File: config.mk
export PLATFORM = sky130hd
export DESIGN_NAME = clean_session_controller
export DESIGN_NICKNAME = d
export VERILOG_FILES = /design/src/rtl/clean_session_controller_pkg.sv /design/src/rtl/clean_chord_detector.sv /design/src/rtl/clean_session_controller.sv
export SDC_FILE = /design/constraint.sdc
export NUM_CORES = 1
export LEC_CHECK = 0
export CORE_ASPECT_RATIO = 1.75
export CORE_MARGIN = 4
export CORE_UTILIZATION = 50
export CTS_CLUSTER_DIAMETER = 150
export DETAILED_ROUTE_END_ITERATION = 12
export PLACE_DENSITY_LB_ADDON = 0.3
export RECOVER_POWER = 25
export SLEW_MARGIN = 15
export SYNTH_ARGS = -nofsm -noshare
export SYNTH_HDL_FRONTEND = slang
export SYNTH_SLANG_ARGS = --single-unit
File: constraint.sdc
create_clock -name clk -period 4.5 [get_ports clk]
set_clock_uncertainty 0.05 [all_clocks]
set_input_delay 0.9 -clock clk [delete_from_list [all_inputs] [get_ports clk]]
set_output_delay 0.9 -clock clk [all_outputs]
set_load 0.01 [all_outputs]
File: src/rtl/clean_session_controller_pkg.sv
// Shared types and helpers for the hood self-clean session controller.
// Mode width and standby code defaults; integrators override them through
// the MODE_WIDTH and STAND_MODE_CODE parameters of the top module.
package clean_session_controller_pkg;

   localparam int DEF_MODE_WIDTH = 3;
   localparam int DEF_STAND_MODE = 0;

   // Session state encodings
   localparam logic [1:0] ST_IDLE_C     = 2'd0;
   localparam logic [1:0] ST_CLEANING_C = 2'd1;
   localparam logic [1:0] ST_DONE_C     = 2'd2;

   typedef enum logic [1:0] {
      ST_IDLE     = ST_IDLE_C,
      ST_CLEANING = ST_CLEANING_C,
      ST_DONE     = ST_DONE_C
   } clean_state_e;

   // Bits needed to hold values 0..max_val, never less than one bit.
   function automatic int cnt_width(input int max_val);
      return (max_val < 2) ? 1 : $clog2(max_val + 1);
   endfunction

endpackage

File: src/rtl/clean_chord_detector.sv
// Menu+normal chord detector: issues exactly one req per press once the
// chord has been held HOLD_CYCLES consecutive cycles.
module clean_chord_detector
   import clean_session_controller_pkg::*;
#(
   parameter int HOLD_CYCLES = 2000000
) (
   input  logic clk,
   input  logic rstn,
   input  logic menu_signal,
   input  logic normal_signal,
   output logic req
);

   localparam int                HOLD_W   = cnt_width(HOLD_CYCLES);
   localparam logic [HOLD_W-1:0] HOLD_MAX = HOLD_W'(HOLD_CYCLES);
   localparam logic [HOLD_W-1:0] HOLD_ARM = HOLD_W'(HOLD_CYCLES - 1);

   logic              chord;
   logic [HOLD_W-1:0] hold_cnt_q;

   assign chord = menu_signal & normal_signal;

   // Count consecutive chord cycles, saturating so a long hold fires only once.
   always_ff @(posedge clk or negedge rstn) begin
      if (!rstn) begin
         hold_cnt_q <= '0;
      end else if (!chord) begin
         hold_cnt_q <= '0;
      end else if (hold_cnt_q != HOLD_MAX) begin
         hold_cnt_q <= hold_cnt_q + 1'b1;
      end
   end

   assign req = chord & (hold_cnt_q == HOLD_ARM);

endmodule

File: src/rtl/clean_session_controller.sv
// Exhaust-hood self-clean session controller: starts a timed session on a
// held menu+normal chord in standby, counts seconds down, and aborts on a
// second chord or when the mode leaves standby.
// Optional build macro CLEAN_REMINDER_EN adds the usage-based clean reminder.
module clean_session_controller
   import clean_session_controller_pkg::*;
#(
   parameter int                    MODE_WIDTH      = DEF_MODE_WIDTH,
   parameter logic [MODE_WIDTH-1:0] STAND_MODE_CODE = MODE_WIDTH'(DEF_STAND_MODE),
   parameter int                    TICK_DIV        = 100000000,
   parameter int                    CLEAN_SECONDS   = 180,
   parameter int                    HOLD_CYCLES     = 2000000,
   parameter int                    SEC_W           = $clog2(CLEAN_SECONDS + 1),
   parameter int                    REMIND_SECONDS  = 36000
) (
   input  logic                  clk,
   input  logic                  rstn,
   input  logic [MODE_WIDTH-1:0] current_mode,
   input  logic                  menu_signal,
   input  logic                  normal_signal,
   output logic                  clean_active,
   output logic [SEC_W-1:0]      remaining_sec,
   output logic                  clean_done,
   output logic                  clean_aborted,
   output logic                  clean_reminder
);

   localparam int                 PRESC_W    = cnt_width(TICK_DIV - 1);
   localparam logic [PRESC_W-1:0] PRESC_LAST = PRESC_W'(TICK_DIV - 1);
   localparam logic [SEC_W-1:0]   SEC_START  = SEC_W'(CLEAN_SECONDS);
   localparam logic [SEC_W-1:0]   SEC_ONE    = SEC_W'(1);

   logic               req;
   logic               in_standby;
   clean_state_e       state_q;
   logic [PRESC_W-1:0] presc_q;
   logic [SEC_W-1:0]   remaining_q;
   logic               active_q;
   logic               done_q;
   logic               aborted_q;

   assign in_standby = (current_mode == STAND_MODE_CODE);

   clean_chord_detector #(
      .HOLD_CYCLES (HOLD_CYCLES)
   ) u_chord (
      .clk           (clk),
      .rstn          (rstn),
      .menu_signal   (menu_signal),
      .normal_signal (normal_signal),
      .req           (req)
   );

   // Session FSM with registered outputs; abort takes priority over the final tick.
   always_ff @(posedge clk or negedge rstn) begin
      if (!rstn) begin
         state_q     <= ST_IDLE;
         presc_q     <= '0;
         remaining_q <= '0;
         active_q    <= 1'b0;
         done_q      <= 1'b0;
         aborted_q   <= 1'b0;
      end else begin
         // NOTE: non-blocking defaults followed by later assignments in the
         // case below are safe: the last scheduled assignment wins, so the
         // pulses are single-cycle unless a branch re-asserts them.
         done_q    <= 1'b0;
         aborted_q <= 1'b0;
         case (state_q)
            ST_IDLE: begin
               if (req && in_standby) begin
                  state_q     <= ST_CLEANING;
                  active_q    <= 1'b1;
                  remaining_q <= SEC_START;
                  presc_q     <= '0;
               end
            end
            ST_CLEANING: begin
               if (!in_standby || req) begin
                  state_q     <= ST_IDLE;
                  active_q    <= 1'b0;
                  remaining_q <= '0;
                  aborted_q   <= 1'b1;
               end else if (presc_q == PRESC_LAST) begin
                  presc_q <= '0;
                  if (remaining_q == SEC_ONE) begin
                     state_q     <= ST_DONE;
                     active_q    <= 1'b0;
                     remaining_q <= '0;
                     done_q      <= 1'b1;
                  end else begin
                     remaining_q <= remaining_q - 1'b1;
                  end
               end else begin
                  presc_q <= presc_q + 1'b1;
               end
            end
            ST_DONE: begin
               state_q <= ST_IDLE;
            end
            default: begin
               state_q  <= ST_IDLE;
               active_q <= 1'b0;
            end
         endcase
      end
   end

   assign clean_active  = active_q;
   assign remaining_sec = remaining_q;
   assign clean_done    = done_q;
   assign clean_aborted = aborted_q;

`ifdef CLEAN_REMINDER_EN
   localparam int               USE_W     = cnt_width(REMIND_SECONDS);
   localparam logic [USE_W-1:0] USE_LIMIT = USE_W'(REMIND_SECONDS);

   logic [PRESC_W-1:0] rem_presc_q;
   logic [USE_W-1:0]   usage_q;
   logic               reminder_q;

   // Accumulate operating seconds outside standby; a completed clean resets usage.
   always_ff @(posedge clk or negedge rstn) begin
      if (!rstn) begin
         rem_presc_q <= '0;
         usage_q     <= '0;
         reminder_q  <= 1'b0;
      end else begin
         if (rem_presc_q == PRESC_LAST) begin
            rem_presc_q <= '0;
         end else begin
            rem_presc_q <= rem_presc_q + 1'b1;
         end
         if (done_q) begin
            usage_q <= '0;
         end else if ((rem_presc_q == PRESC_LAST) && !in_standby && (usage_q != USE_LIMIT)) begin
            usage_q <= usage_q + 1'b1;
         end
         reminder_q <= (usage_q >= USE_LIMIT);
      end
   end

   assign clean_reminder = reminder_q;
`else
   assign clean_reminder = 1'b0;
`endif

endmodule

Word level (Yosys, flattened, before mapping). Cells that the tools add are included.

Add/subtract/negate cells: 3. Equality and inequality tests: 11. Multiplexer cells: 27. Bitwise gates (word level): 3. Reduce and logical (&&, ||, !) cells: 10.

Operator list (count): $mux 27 (3); $pmux 27 s2 (1); $mux 21 (2); $mux 8 (4); $add 27x1->27 const B (1); $eq 27x27->1 const B (1); $add 21x1->21 const B (1); $eq 21x21->1 const B (1); $ne 21x21->1 const B (1); $pmux 8 s2 (1); $mux 1 (10); $reduce_and 3->1 (3); $eq 8x1->1 const B (1); $mux 2 (4); $sub 8x1->8 const B (1); $ne 2x2->1 const B (3); $ne 3x3->1 const B (2); $pmux 2 s2 (1); $reduce_and 4->1 (1); $logic_not 3->1 (1); $pmux 1 s3 (1); $and 1x1->1 (2); $eq 2x1->1 const B (1); $eq 2x2->1 const B (1); 6 further kinds (6).

Register bits: 61. Input bits: 7. Output and inout bits: 12. Logic and storage cells: 61.

Logic depth before layout (Yosys ltp). Gate-level depths: netlist of the first run.

Word-level depth: 5. Gate-level depth with buffers: 9. Mapped depth without buffers: 7.

Hierarchy. A second synthesis of the first run with hierarchy kept.

Cell total of the unflattened synthesis: 379. Area, all modules: 3508.4 um^2.

Modules (own cells, without submodules): clean_session_controller (instances 1, cells an instance 250, area an instance 2306.0 um^2, sequential area each 1001.0 um^2); clean_chord_detector (instances 1, cells an instance 129, area an instance 1202.4 um^2, sequential area each 525.5 um^2).

Least setup slack after synthesis of the first run. OpenSTA, ideal clock, no wires.

Path kind: input -> register. Start: in current_mode[1]. End: reg presc_q[22]. Library setup time: 0.095 ns. Data arrival time: 2.235 ns. Required time: 4.355 ns. Path slack: 2.120 ns. Cell stages on the path: 7. Path buffers: 2. Cells stage by stage: nor3_1 -> a21bo_1 -> buf_2 -> nor2_1 -> clkbuf_1 -> nand2_1 -> o31ai_1.

Word-level cells in the longest chain between the ends: 5. Elaborated cells between the ends (all ways): 7. Those cells by class: 2 x eq/ne; 5 x reduce/logical.

Ends and longest elaborated chain: from (decl) (line clean_session_controller.sv:18) `input logic [MODE_WIDTH-1:0] current_mode,`; $logic_not 3->1 (*) (line clean_session_controller.sv:42) `assign in_standby = (current_mode == STAND_MODE_CODE);`; $logic_not 1->1 (line clean_session_controller.sv:79) `if (!in_standby || req) begin`; $logic_or 1x1->1 (line clean_session_controller.sv:79); $ne 2x2->1 (no source line); $reduce_and 3->1 (no source line) (*); to (signal assigned) (line clean_session_controller.sv:95) `presc_q <= presc_q + 1'b1;`; to (decl) (line clean_session_controller.sv:36) `logic [PRESC_W-1:0] presc_q;`.

Mark *: on every way between the ends. The rest lies on a longest branch, timed or not. A chain may end at the register's enable or synchronous reset.

Worst setup path in the final report of the first run.
Start: in normal_signal. End: reg presc_q[20].

Word-level cells in the longest chain between the ends: 5. Elaborated cells between the ends (all ways): 7. Those cells by class: 2 x eq/ne; 2 x bitwise; 3 x reduce/logical.

Ends and longest elaborated chain: from (decl) (line clean_session_controller.sv:20) `input logic normal_signal,`; $and 1x1->1 (*) (line clean_chord_detector.sv:22) `assign chord = menu_signal & normal_signal;`; $and 1x1->1 (*) (line clean_chord_detector.sv:35) `assign req = chord & (hold_cnt_q == HOLD_ARM);`; $logic_or 1x1->1 or $logic_and 1x1->1 (tied branches) (line clean_session_controller.sv:79, clean_session_controller.sv:71); $ne 2x2->1 (no source line); $reduce_and 3->1 (no source line) (*).

Marks and branches as above.

==> reports/qor.yml, run 1 <==
outcome:
  run_status: "complete, but fails checks"
  violations: "max-capacitance violations, max-slew violations"
clock_tree:
  clk_pin_slew_ns: 0.05
  clock_latency_ns: 0.33
  tritoncts: "yes"
  h-tree-depth: 3
  cts_setup_buffers: 0
  root_buffer: "clkbuf_16"
  hold_buffers: 0
  cts_sinks: 61
  clock_path_buffers: 2
  cts_buffers: 9
  cts_resized: 0
drt:
  drc: 0
  drt_iter0_drc: 206
  drtPass1Iterations: 5
  antenna_left: 0
  wl_per_cell_um: 16.0
  drt-total-wl_um: 7730
  vias: 2913
  avgViaCountPerCell: 6.02
hold_path:
  min_path_type: "flop to flop"
  hold_end: "presc_q[22]$_DFFE_PN0P_"
  min-delay-start: "presc_q[22]$_DFFE_PN0P_"
  holdPathStages: 1
cells_and_area:
  drive_gt1_share_pct: 6.22
  nFillCells: 571
  seq_area_um2: 1530
  fin_area_um2: 3890
  final_core_util_pct: 59.4
  fin_cells: 484
  antenna_cells: 0
  finish.net_count: 409
  area_delta_synth_final_pct: 16.1
  multiInputGateArea_um2: 1710
sta:
  final-setup-viol-count: 0
  layout_min_cycle_time_ns: 2.92
  drv_slew: 36
  finalCritPeriodShare_pct: 64.9
  hold_viol: 0
  tightest_slew_ns: 1.90
  fin_ws_ns: 1.58
  maxSlewHeadroom_pct: -26.9
  fmax_mhz: 342
  fin_setup_tns_ns: 0
  grt_setup_unrepaired: "false"
logic_synthesis:
  syn_area_um2: 3350
  yosysMostFrequentCell: "dfrtp_1"
  synth_top_area_share_pct: 45.6
  synth-edff-count: 0
  synth_top_flop_cell: "dfrtp_1"
  synth.area.top_cells: "dfrtp_1, o21ai_1, nand2_1, nor2_1, and3_1"
  synth-seq-cells: 61
  synth_top_cell_by_area: "dfrtp_1"
  async_flop_share_pct: 100
  synthCells: 380
  yosys-top-cells-count: "dfrtp_1, nand2_1, nor2_1"
  synth_cell_types: 48
  synth_fp_nets: 392
  yosysSeqAreaShare_pct: 45.6
  synth_area_per_cell_um2: 8.81
  ys_warn_count: 0
setup_path:
  critPathKind: "input pin to flop"
  cp_max_fo: 13
  worstPathArrival_ns: 3.11
  path_depth: 8
  r2r_start: "presc_q[11]$_DFFE_PN0P_"
  r2r_slack_ns: 1.64
  cpLargestDelayFamily: "compound AO/OA/AOI/OAI gates"
  worst-path-buf-inv: 2
  cpMaxStageDelayCell: "clkdlybuf4s50_1"
  reg2reg_to: "remaining_sec[3]$_DFFE_PN0P_"
  worstSetupStartpointType: "input pin"
  cpPeakStageDelay_ns: 0.50
  critical_path.cell_chain: "clkdlybuf4s50_1, nand4_1, nor4_4, a21bo_1, o21a_1, buf_4, o21ai_1, o21ai_0"
  ff2ff_path_depth: 6
  critPathCaptureType: "flop"
  critPathRequiredTime_ns: 4.69
job:
  drv_cap: 1
global_route:
  grtUsageTotal_pct: 20.5
  grt_remaining_overflow: 0
  grt_start_max_net_pins: 36
  first_global_vias: 2892
  antenna_found_initial: 0
  grt_pass1_wl_um: 13400
pwr:
  leakagePower_nw: 1.65
  power_density_nw_per_um2: 331
  ir_worst_vdd_uv: 182
floorplanning:
  coreArea_um2: 6540
  die_y_um: 116
  row_count: 39
  die_area_um2: 8120
  die_w_um: 69.8
  start_util_pct: 51.2
  pin_count: 19
place:
  globalplace.congestion: 0.818
  dpl_cell_area_um2: 3590
  dp_slack_ns: 1.24
  dp.cells: 468
  numPortBuffers: 17
  hpwl_um: 5290
-- registers in the layout (all words and copies together), names as in the netlist --
| name | cells |
|---|---|
| u_chord.hold_cnt_q | 21 |
| presc_q | 27 |
| clean_aborted | 1 |
| clean_done | 1 |
| clean_active | 1 |
| state_q | 2 |
| remaining_sec | 8 |
-- power by group --
group | leakage [nW] | switching [mW] | internal (mW)
registers | 0.833 | 0.00794 | 0.554
clock network | 0.149 | 0.243 | 0.439
logic | 0.667 | 0.0262 | 0.0146
-- how the worst max path moves through the flow --
stage                                from                       to  slack [ns]
final                       normal_signal  presc_q[20]$_DFFE_PN0P_        1.58
after global routing        normal_signal  presc_q[20]$_DFFE_PN0P_        1.36
after CTS                     menu_signal  presc_q[20]$_DFFE_PN0P_        1.57
after detailed placement    normal_signal  presc_q[20]$_DFFE_PN0P_        1.24
after global placement        menu_signal  presc_q[24]$_DFFE_PN0P_        1.28
after floorplan           current_mode[1]  presc_q[22]$_DFFE_PN0P_        2.12
-- cell families (layout without fill, tap and decap cells) --
group,count (synthesis),after routing,share of synthesized area (%)
AOI/OAI and AO/OA,95,95,17.1
xor gates and xnor gates,15,15,3.93
adders and majority gates,5,5,1.87
buffers and inverters,32,54,3.74
DFF,61,61,45.6
other,1,1,0.112
and+or+nand+nor,171,171,27.6
-- per-stage QoR --
stage	hold WS, ns	total power [mW]
2_1_floorplan	0.405	0.587
4_1_cts	0.449	1.29
3_5_place_dp	0.439	0.613
6_report	0.456	1.29
3_3_place_gp	0.436	0.612
5_1_grt	0.467	1.33
-- per-layer routing --
layer	wire length [µm]	track usage (%)
met1	3210	23.2
met2	4120	37.7
met3	243	4.57
met4	158	7.80
met5	0	0
-- cell usage in the layout, fill, tap and decap left out, types with 5 or more instances in the layout --
cell,n
and3_1,18
xor2_1,11
clkbuf_16,9
and4_1,5
nand2_1,34
nor3_1,13
or4_1,8
o21ai_1,32
ha_1,5
nor2_1,34
a21oi_1,14
dfrtp_1,61
inv_1,17
or3_1,9
o21ai_0,9
nand3_1,16
clkdlybuf4s50_1,16
nand4_1,15
a31oi_1,15
-- layout make-up --
| class | count | area share, % |
|---|---|---|
| Tap cell | 82 | 2.64 |
| Clock inverter | 5 | 1.29 |
| Sequential cell | 61 | 39.3 |
| Timing Repair Buffer | 21 | 4.99 |
| Multi-Input combinational cell | 287 | 43.9 |
| Inverter | 17 | 1.64 |
| Clock buffer | 11 | 6.25 |
No activity file was read; power rests on OpenSTA's default activity.
==> run 2: changes to the inputs <==
clock period = 2.36 ns   (was 4.5 ns; I/O delays follow)
==> reports/qor.yml, run 2 (synthesis results as in run 1) <==
hold_path:
  min_path_type: "input pin to async pin"  # was flop to flop
clock_tree:
  h-tree-depth: 3  # unchanged
  clock_latency_ns: 0.33  # about the same
  cts_sinks: 61  # unchanged
  cts_buffers: 9  # unchanged
  root_buffer: "clkbuf_16"  # unchanged
  tritoncts: "yes"  # unchanged
  clk_pin_slew_ns: 0.05  # about the same
  clock_path_buffers: 2  # unchanged
  hold_buffers: 0  # unchanged
cells_and_area:
  finish.net_count: 451  # was 409
  largest_reg_flops: 27  # unchanged
  nFillCells: 527  # was 571
  drive_gt1_share_pct: 16.9  # was 6.22%
  largest_register: "presc_q"  # unchanged
  final_core_util_pct: 65.6  # was 59.4%
  final_cell_mix: "dfrtp_1, buf_4, nand2_1, nor2_1, o21ai_1"  # was dfrtp_1, nand2_1, nor2_1
  antenna_cells: 0  # unchanged
  area_delta_synth_final_pct: 28.2  # was 16.1%
  fin_cells: 526  # was 484
  final_common_cell: "dfrtp_1"  # unchanged
drt:
  avgViaCountPerCell: 5.96  # was 6.02
  drt_iter0_drc: 252  # was 206
  drt-total-wl_um: 8220  # was 7730 µm
  wl_per_cell_um: 15.6  # was 16.0 µm
  drtPass1Iterations: 5  # unchanged
  vias: 3135  # was 2913
  antenna_left: 0  # unchanged
  drc: 0  # unchanged
sta:
  grt_setup_unrepaired: "true"  # was false
  fmax_mhz: 432
  drv_slew: 0  # was 36
  maxSlewHeadroom_pct: 26.1  # was -26.9%
  fin_ws_ns: 0.0476  # was 1.58 ns
  final-setup-viol-count: 0  # unchanged
  whs_ns: 0.290  # was 0.456 ns
  layout_min_cycle_time_ns: 2.31
  hold_viol: 0  # unchanged
  tightest_slew_ns: 1.11  # was 1.90 ns
  finalCritPeriodShare_pct: 98.0
floorplanning:
  start_util_pct: 51.2  # unchanged
  pin_count: 19  # unchanged
  die_w_um: 69.8  # unchanged
  coreArea_um2: 6540  # unchanged
  die_y_um: 116  # unchanged
  die_area_um2: 8120  # unchanged
  row_count: 39  # unchanged
pwr:
  p_sw_share_pct: 20.6  # was 21.5%
  seqPwrFrac_pct: 42.5  # was 43.8%
  internal_power_mw: 2.00  # was 1.01 mW
  ir_worst_vdd_uv: 508  # was 182 µV
  switchingPower_mw: 0.519  # was 0.277 mW
  p_comb_share_pct: 3.9  # was 3.2%
  clock_power_share_pct: 53.6  # was 53.1%
  power_density_nw_per_um2: 587  # was 331 nW/µm²
  leakagePower_nw: 1.90  # was 1.65 nW
setup_path:
  critPathCaptureType: "flop"  # unchanged
  worstSetupStartpointType: "flop"  # was input pin
  cp_max_fo: 6  # was 13
  reg2reg_to: "remaining_sec[3]$_DFFE_PN0P_"  # unchanged
  critPathRequiredTime_ns: 2.56  # was 4.69 ns
  critical_path.cell_chain: "or4b_1, or4_4, nor4_4, a311oi_2, or4_1, o211ai_2"  # was clkdlybuf4s50_1, nand4_1, nor4_4, a21bo_1, o21a_1, buf_4, o21ai_1, o21ai_0
  cpMaxStageDelayCell: "or4b_1"  # was clkdlybuf4s50_1
  cpPeakStageDelay_ns: 0.51  # was 0.50 ns
  r2r_start: "presc_q[11]$_DFFE_PN0P_"  # unchanged
  worstPathArrival_ns: 2.51  # was 3.11 ns
  r2r_slack_ns: 0.05  # was 1.64 ns
  crit_start: "presc_q[11]$_DFFE_PN0P_"  # was normal_signal
  critPathKind: "flop to flop"  # was input pin to flop
  endpoint: "remaining_sec[3]$_DFFE_PN0P_"  # was presc_q[20]$_DFFE_PN0P_
  ff2ff_path_depth: 6  # unchanged
place:
  hpwl_um: 5880  # was 5290 µm
  numPortBuffers: 17  # unchanged
  dp_slack_ns: -0.0995  # was 1.24 ns
  globalplace.congestion: 0.840  # was 0.818
  dp.cells: 507  # was 468
global_route:
  grtUsageTotal_pct: 21.3  # was 20.5%
  grt_start_max_net_pins: 42  # was 36
  grt_pass1_wl_um: 13800  # was 13400 µm
  grt_remaining_overflow: 0  # unchanged
  first_global_vias: 3068  # was 2892
  antenna_found_initial: 0  # unchanged
outcome:
  run_status: "finished, final reports clean"  # was complete, but fails checks
job:
  drv_cap: 0  # was 1
## run 2: power groups by stage
| stage | Clock (mW) | Sequential (mW) | Combinational (mW) |
|---|---|---|---|
| 2_1_floorplan | 0 | 1.09 | 0.0340 |
| 5_1_grt | 1.42 | 1.07 | 0.111 |
| 6_report | 1.35 | 1.07 | 0.0991 |
| 3_5_place_dp | 0 | 1.09 | 0.0993 |
| 4_1_cts | 1.36 | 1.07 | 0.102 |
| 3_3_place_gp | 0 | 1.09 | 0.0974 |
## run 2: worst min path at each step
stage	start	end	depth (start not counted)
2_1_floorplan	rstn	clean_aborted$_DFF_PN0_	0
3_3_place_gp	rstn	presc_q[9]$_DFFE_PN0P_	1
3_5_place_dp	rstn	presc_q[11]$_DFFE_PN0P_	1
4_1_cts	rstn	presc_q[7]$_DFFE_PN0P_	1
5_1_grt	rstn	presc_q[17]$_DFFE_PN0P_	1
6_report	rstn	u_chord.hold_cnt_q[17]$_DFFE_PN0P_	1
## run 2: layout make-up
type	instances	area, µm²	area share, %
multi-input cells	287	1760	41.1
flip-flops and latches	61	1530	35.6
repair buffers	63	523	12.2
clock buffers	13	270	6.30
well taps	82	103	2.39
inverters	17	63.8	1.49
clock inverters	3	42.5	0.992
## run 2: timing repair
| action | 4_1_cts | 5_1_grt |
|---|---|---|
| setup buffers | 3 | 0 |
| gates resized for setup | 3 | 6 |
| pin swaps | 4 | 2 |
| endpoints found under the setup margin | 9 | 16 |
## run 2: metrics by stage
stage,TNS (ns),total power [mW],area (µm²)
CTS,0,2.53,4270
finish,0,2.52,4290
floorplan,-0.00895,1.12,3360
global route,-1.06,2.60,4290
detailed placement,-0.903,1.19,3920
global placement,-0.313,1.18,3920
## run 2: routing by layer
metal  GRT usage (%)  routed length (µm)
met4            11.3                 202
met3            3.45                 220
met5               0                   0
met1            22.8                3160
met2            39.9                4630
## run 2: critical path, delay by kind of cell, from the launching register on
family             cells  cell delay, ns
AOI/OAI and AO/OA      2            0.22
DFF                    1            0.36
and+or+nand+nor        4            1.61
==> RTL change 1, RTL diff (config.mk and constraints of run 2) <==
Set the parameter `TICK_DIV` to 50000000 (it was 100000000).
--- a/src/rtl/clean_session_controller.sv
+++ b/src/rtl/clean_session_controller.sv
@@ -7,7 +7,7 @@
 #(
    parameter int                    MODE_WIDTH      = DEF_MODE_WIDTH,
    parameter logic [MODE_WIDTH-1:0] STAND_MODE_CODE = MODE_WIDTH'(DEF_STAND_MODE),
-   parameter int                    TICK_DIV        = 100000000,
+   parameter int                    TICK_DIV        = 50000000,
    parameter int                    CLEAN_SECONDS   = 180,
    parameter int                    HOLD_CYCLES     = 2000000,
    parameter int                    SEC_W           = $clog2(CLEAN_SECONDS + 1),
Behaviour: no difference found for any inputs over 10 cycles, from zero or initial values and one cycle with rstn low; that may be too few to reach the edited logic, so the function may still have changed.
==> RTL change 1 against run 2 <==
Sequential cell count shrank 1. Synthesized area down 0.15%. Design area is 2.6% lower. Power shrank 4.9%. First-iteration DRC count fell by 26%. Wire length is 1.4% higher. Worst hold slack gained 0.015 ns. Sequential share of layout area up 0.36 points. Global-route usage rose by 0.85 points. Setup slack better by 0.029 ns. Synthesized cell count shrank 2.4%. Largest power group unchanged.
==> RTL change 1: results <==
metrics = {
    "outcome": {
        "status": "complete, no violations",
    },
    "route": {
        "vias_per_cell": 5.936,
        "dr.pass1.iters": 5,
        "drt_iter0_markers": 186,
        "drt_wl_total_um": 8336,
    },
    "place": {
        "numPortBuffers": 17,
        "dp_hpwl_um": 6131,
        "place.gp.congestion": 0.9078,
        "place_ws_ns": -0.2444,
    },
    "synth": {
        "synthArstFlopShare": 1.000,
        "synth_fp_nets": 383,
        "synth-xor-area-share": 0.03931,
        "muxShareOfSynthArea": 0.002995,
        "ys_top_cells_by_area": "dfrtp_1 45%, o21ai_0 6.0%, nor2_1 5.3%",
        "yosysSeqAreaShare": 0.4493,
        "synth_compound_area_frac": 0.1827,
        "synth_common_cells": "60 x dfrtp_1, 47 x nor2_1, 40 x o21ai_0, 29 x nand2_1, 21 x nand3_1",
        "synth_cell_types": 59,
        "synthAdderAreaFrac": 0.01872,
    },
    "grt": {
        "grt_pass1_wl_um": 14360,
        "grt_use_total": 0.2217,
        "grt_pass1_vias": 3112,
        "grt_max_degree": 40,
    },
    "clock_tree": {
        "clock-root-buffer": "clkbuf_16",
        "insertion_delay_ns": 0.33,
    },
    "finish": {
        "antenna_cells": 0,
        "largest_reg_flops": 26,
        "final_layout_size_suffix_gt1_frac": 0.1875,
        "largest-register": "presc_q",
        "final_nets": 440,
    },
    "power": {
        "swShare": 0.2194,
        "ir_drop_mv": 0.5317,
        "leakage_nw": 1.813,
        "internal_power_mw": 1.870,
        "pg_comb_mw": 0.142,
        "pg_clk_mw": 1.18,
    },
    "setup_path": {
        "crit_arrival_ns": 2.44,
        "critical_path.max_fanout": 5,
    },
    "timing": {
        "relSlewSlack": 0.2310,
    },
}
[RTL change 1: cell types whose count changed after synthesis, moves of 5 or more]
cell | before | now
o21ai_1 | 32 | 8
clkbuf_1 | 13 | 6
nor2_1 | 34 | 47
or3_1 | 9 | 3
nand3_1 | 16 | 21
or4_1 | 8 | 1
buf_2 | 1 | 7
o21ai_0 | 9 | 40
inv_1 | 17 | 6
nand2_1 | 34 | 29
and3_1 | 18 | 9
and2_1 | 2 | 7
[RTL change 1: cell type report]
cell class | count | area (µm²)
fillers | 561 | 2361
clock buffers | 13 | 260.3
multi-input cells | 290 | 1785
repair buffers | 61 | 495.5
clock inverters | 2 | 10.01
inverters | 6 | 22.52
well taps | 82 | 102.6
flip-flops and latches | 60 | 1501
[RTL change 1: cell families (layout without fill, tap and decap cells)]
| logic type | after synthesis | in the layout |
|---|---|---|
| xor gates and xnor gates | 15 | 15 |
| buffers and inverters | 21 | 82 |
| muxes | 1 | 1 |
| other | 1 | 1 |
| DFF | 60 | 60 |
| adders and majority gates | 5 | 5 |
| and+or+nand+nor | 168 | 168 |
| AOI/OAI and AO/OA | 100 | 100 |
[RTL change 1: worst paths after layout]
path,slack (ns),depth (start not counted),start,endpoint
min reg2reg,0.43,1,presc_q[25],presc_q[25]
max reg2reg,0.08,7,u_chord.hold_cnt_q[9],remaining_sec[2]
min in group clk,0.43,1,presc_q[25],presc_q[25]
min,0.30,1,rstn,u_chord.hold_cnt_q[20]
max in group asynchronous,0.41,2,rstn,presc_q[23]
max,0.08,7,u_chord.hold_cnt_q[9],remaining_sec[2]
[RTL change 1: through the flow]
step / cell area, µm² / TNS, ns / hold slack (ns) / util / instances
after detailed placement: 3865 / -5.823 / 0.4141 / 0.5911 / 497
after global placement: 3865 / -3.691 / 0.4119 / 0.5911 / 497
after global routing: 4178 / -0.1355 / 0.4018 / 0.6389 / 514
after CTS: 4143 / 0 / 0.07990 / 0.6336 / 513
final: 4178 / 0 / 0.3048 / 0.6389 / 514
after floorplan: 3342 / 0 / 0.1264 / - / 371
[RTL change 1: metal layers]
metal  wire (µm)  vias to the layer above  GRT usage
met4         248                        0     0.1240
met2        4576                       76     0.4024
li1            -                     1465          -
met1        3286                     1490     0.2414
met5           0                        -          0
met3         224                       20    0.04134
[RTL change 1: worst max-delay path: stages (launching register included)]
cell,delay (ns)
dfrtp_1,0.39
or4bb_1,0.55
nor4_4,0.21
buf_4,0.18
a32o_2,0.22
o21ba_4,0.18
o21ai_0,0.11
a22o_1,0.26
[RTL change 1: what timing repair did]
| item | CTS | global route |
|---|---|---|
| pin swaps | 1 | 2 |
| setup buffers | 1 | 1 |
| gates resized for setup | 0 | 13 |
| setup endpoints to repair | 28 | 29 |
==> RTL change 2, RTL diff (settings of run 2) <==
Made on the original files. Register the inputs `current_mode`, `menu_signal` and `normal_signal` before use, cleared by the reset. The logic sees them one clock later.
--- a/src/rtl/clean_session_controller.sv
+++ b/src/rtl/clean_session_controller.sv
@@ -30,6 +30,22 @@
    localparam logic [SEC_W-1:0]   SEC_START  = SEC_W'(CLEAN_SECONDS);
    localparam logic [SEC_W-1:0]   SEC_ONE    = SEC_W'(1);
 
+   logic [MODE_WIDTH-1:0] current_mode_q;
+   logic menu_signal_q;
+   logic normal_signal_q;
+
+   always_ff @(posedge clk or negedge rstn) begin
+      if (!rstn) begin
+         current_mode_q  <= '0;
+         menu_signal_q   <= '0;
+         normal_signal_q <= '0;
+      end else begin
+         current_mode_q  <= current_mode;
+         menu_signal_q   <= menu_signal;
+         normal_signal_q <= normal_signal;
+      end
+   end
+
    logic               req;
    logic               in_standby;
    clean_state_e       state_q;
@@ -39,15 +55,15 @@
    logic               done_q;
    logic               aborted_q;
 
-   assign in_standby = (current_mode == STAND_MODE_CODE);
+   assign in_standby = (current_mode_q == STAND_MODE_CODE);
 
    clean_chord_detector #(
       .HOLD_CYCLES (HOLD_CYCLES)
    ) u_chord (
       .clk           (clk),
       .rstn          (rstn),
-      .menu_signal   (menu_signal),
-      .normal_signal (normal_signal),
+      .menu_signal   (menu_signal_q),
+      .normal_signal (normal_signal_q),
       .req           (req)
    );
 
Check against the original RTL: no difference found for any inputs over 10 cycles, from zero or initial values and one cycle with rstn low; that may be too few to reach the edited logic, so the function may still have changed.
==> RTL change 2 against run 2 <==
The flow now finishes with violations (capacitance limit, slew limit). Design area grew 1.4%. Sequential power grew 7%. Wire length is essentially flat. Maximum frequency grew 1.2%. Setup slack gained 0.026 ns. Synthesized cell count grew 1.3%. Utilization shrank 2.2 points. Worst hold slack gained 0.19 ns. Sequential cell count grew 5. Via count shrank 0.38%. Synthesized area grew 5.6%. Power grew 1.5%. Critical path type unchanged.
==> RTL change 2: results <==
metrics = {
    "power": {
        "power.density_nw_per_um2": 587.7,
        "internal_power_mw": 2.053,
        "leakage_nw": 1.868,
        "sequentialPowerShare": 0.447,
        "pg_comb_mw": 0.0589,
    },
    "synth": {
        "synth_fp_nets": 397,
        "yosysSeqAreaShare": 0.4673,
        "ys_top_cells_by_area": "dfrtp_1 47%, o21ai_0 5.5%, a21oi_1 3.7%",
        "avgSynthCellArea_um2": 9.181,
        "synth_cell_types": 52,
    },
    "finish": {
        "clk_share": 0.07020,
        "fin_cells": 518,
        "final_layout_size_suffix_gt1_frac": 0.1429,
        "inv_count": 14,
        "seq_area_frac": 0.3797,
        "buf_share": 0.1047,
        "signal_buffers": 51,
        "fillers": 548,
        "seq_cells": 66,
        "multi_input_area_um2": 1779,
    },
    "setup_path": {
        "crit_end": "presc_q[20]",
        "rr_worst_depth": 7,
        "critical_path.max_fanout": 20,
        "critPathMaxStageDelay_ns": 0.56,
        "r2r-start": "u_chord.hold_cnt_q[8]",
        "crit_slowest_cell": "or4b_4",
    },
    "grt": {
        "grt_max_degree": 67,
        "met3_usage": 0.04476,
        "grt_use_total": 0.2087,
        "grt_pass1_wl_um": 14060,
    },
    "min_path": {
        "hold_class": "flop to flop",
    },
    "route": {
        "wl_met1_um": 3351,
        "wl_met3_um": 266,
        "vias": 3123,
    },
    "die": {
        "core_area_um2": 6857,
    },
    "outcome": {
        "status": "complete, but fails checks",
        "failed_checks": "capacitance limit, slew limit",
    },
    "place": {
        "place.gp.congestion": 0.8409,
        "dp.cells": 500,
        "place_ws_ns": 0.02355,
    },
    "timing": {
        "maxSlewViolCount": 67,
        "setup_slack_ns": 0.07401,
    },
    "run": {
        "cap_violations": 1,
    },
}
[RTL change 2: cell count changes in the layout (fill, tap and decap cells not counted), moves of 8 or more]
cell	delta
buf_4	-13
o21ai_1	-29
a21oi_1	+12
o21ai_0	+27
nand2_1	-8
[RTL change 2: through the flow]
stage	hold slack, ns	util
after CTS	0.1116	0.6288
final	0.4752	0.6343
after floorplan	0.1264	-
after global routing	0.4905	0.6343
after detailed placement	0.4571	0.5843
after global placement	0.4373	0.5843
[RTL change 2: logic make-up after synthesis]
group / count (synthesis) / share of synthesized area
and+or+nand+nor: 161 / 0.2513
AOI/OAI and AO/OA: 105 / 0.1841
DFF: 66 / 0.4673
buffers and inverters: 31 / 0.03787
xor gates and xnor gates: 14 / 0.03469
adders and majority gates: 5 / 0.01770
muxes: 2 / 0.006018
other: 1 / 0.001061
[RTL change 2: timing repair]
item | CTS | global route
endpoints found under the setup margin | 0 | 32
setup buffers | 0 | 3
hold buffers | 0 | 0
gates resized for setup | 0 | 9
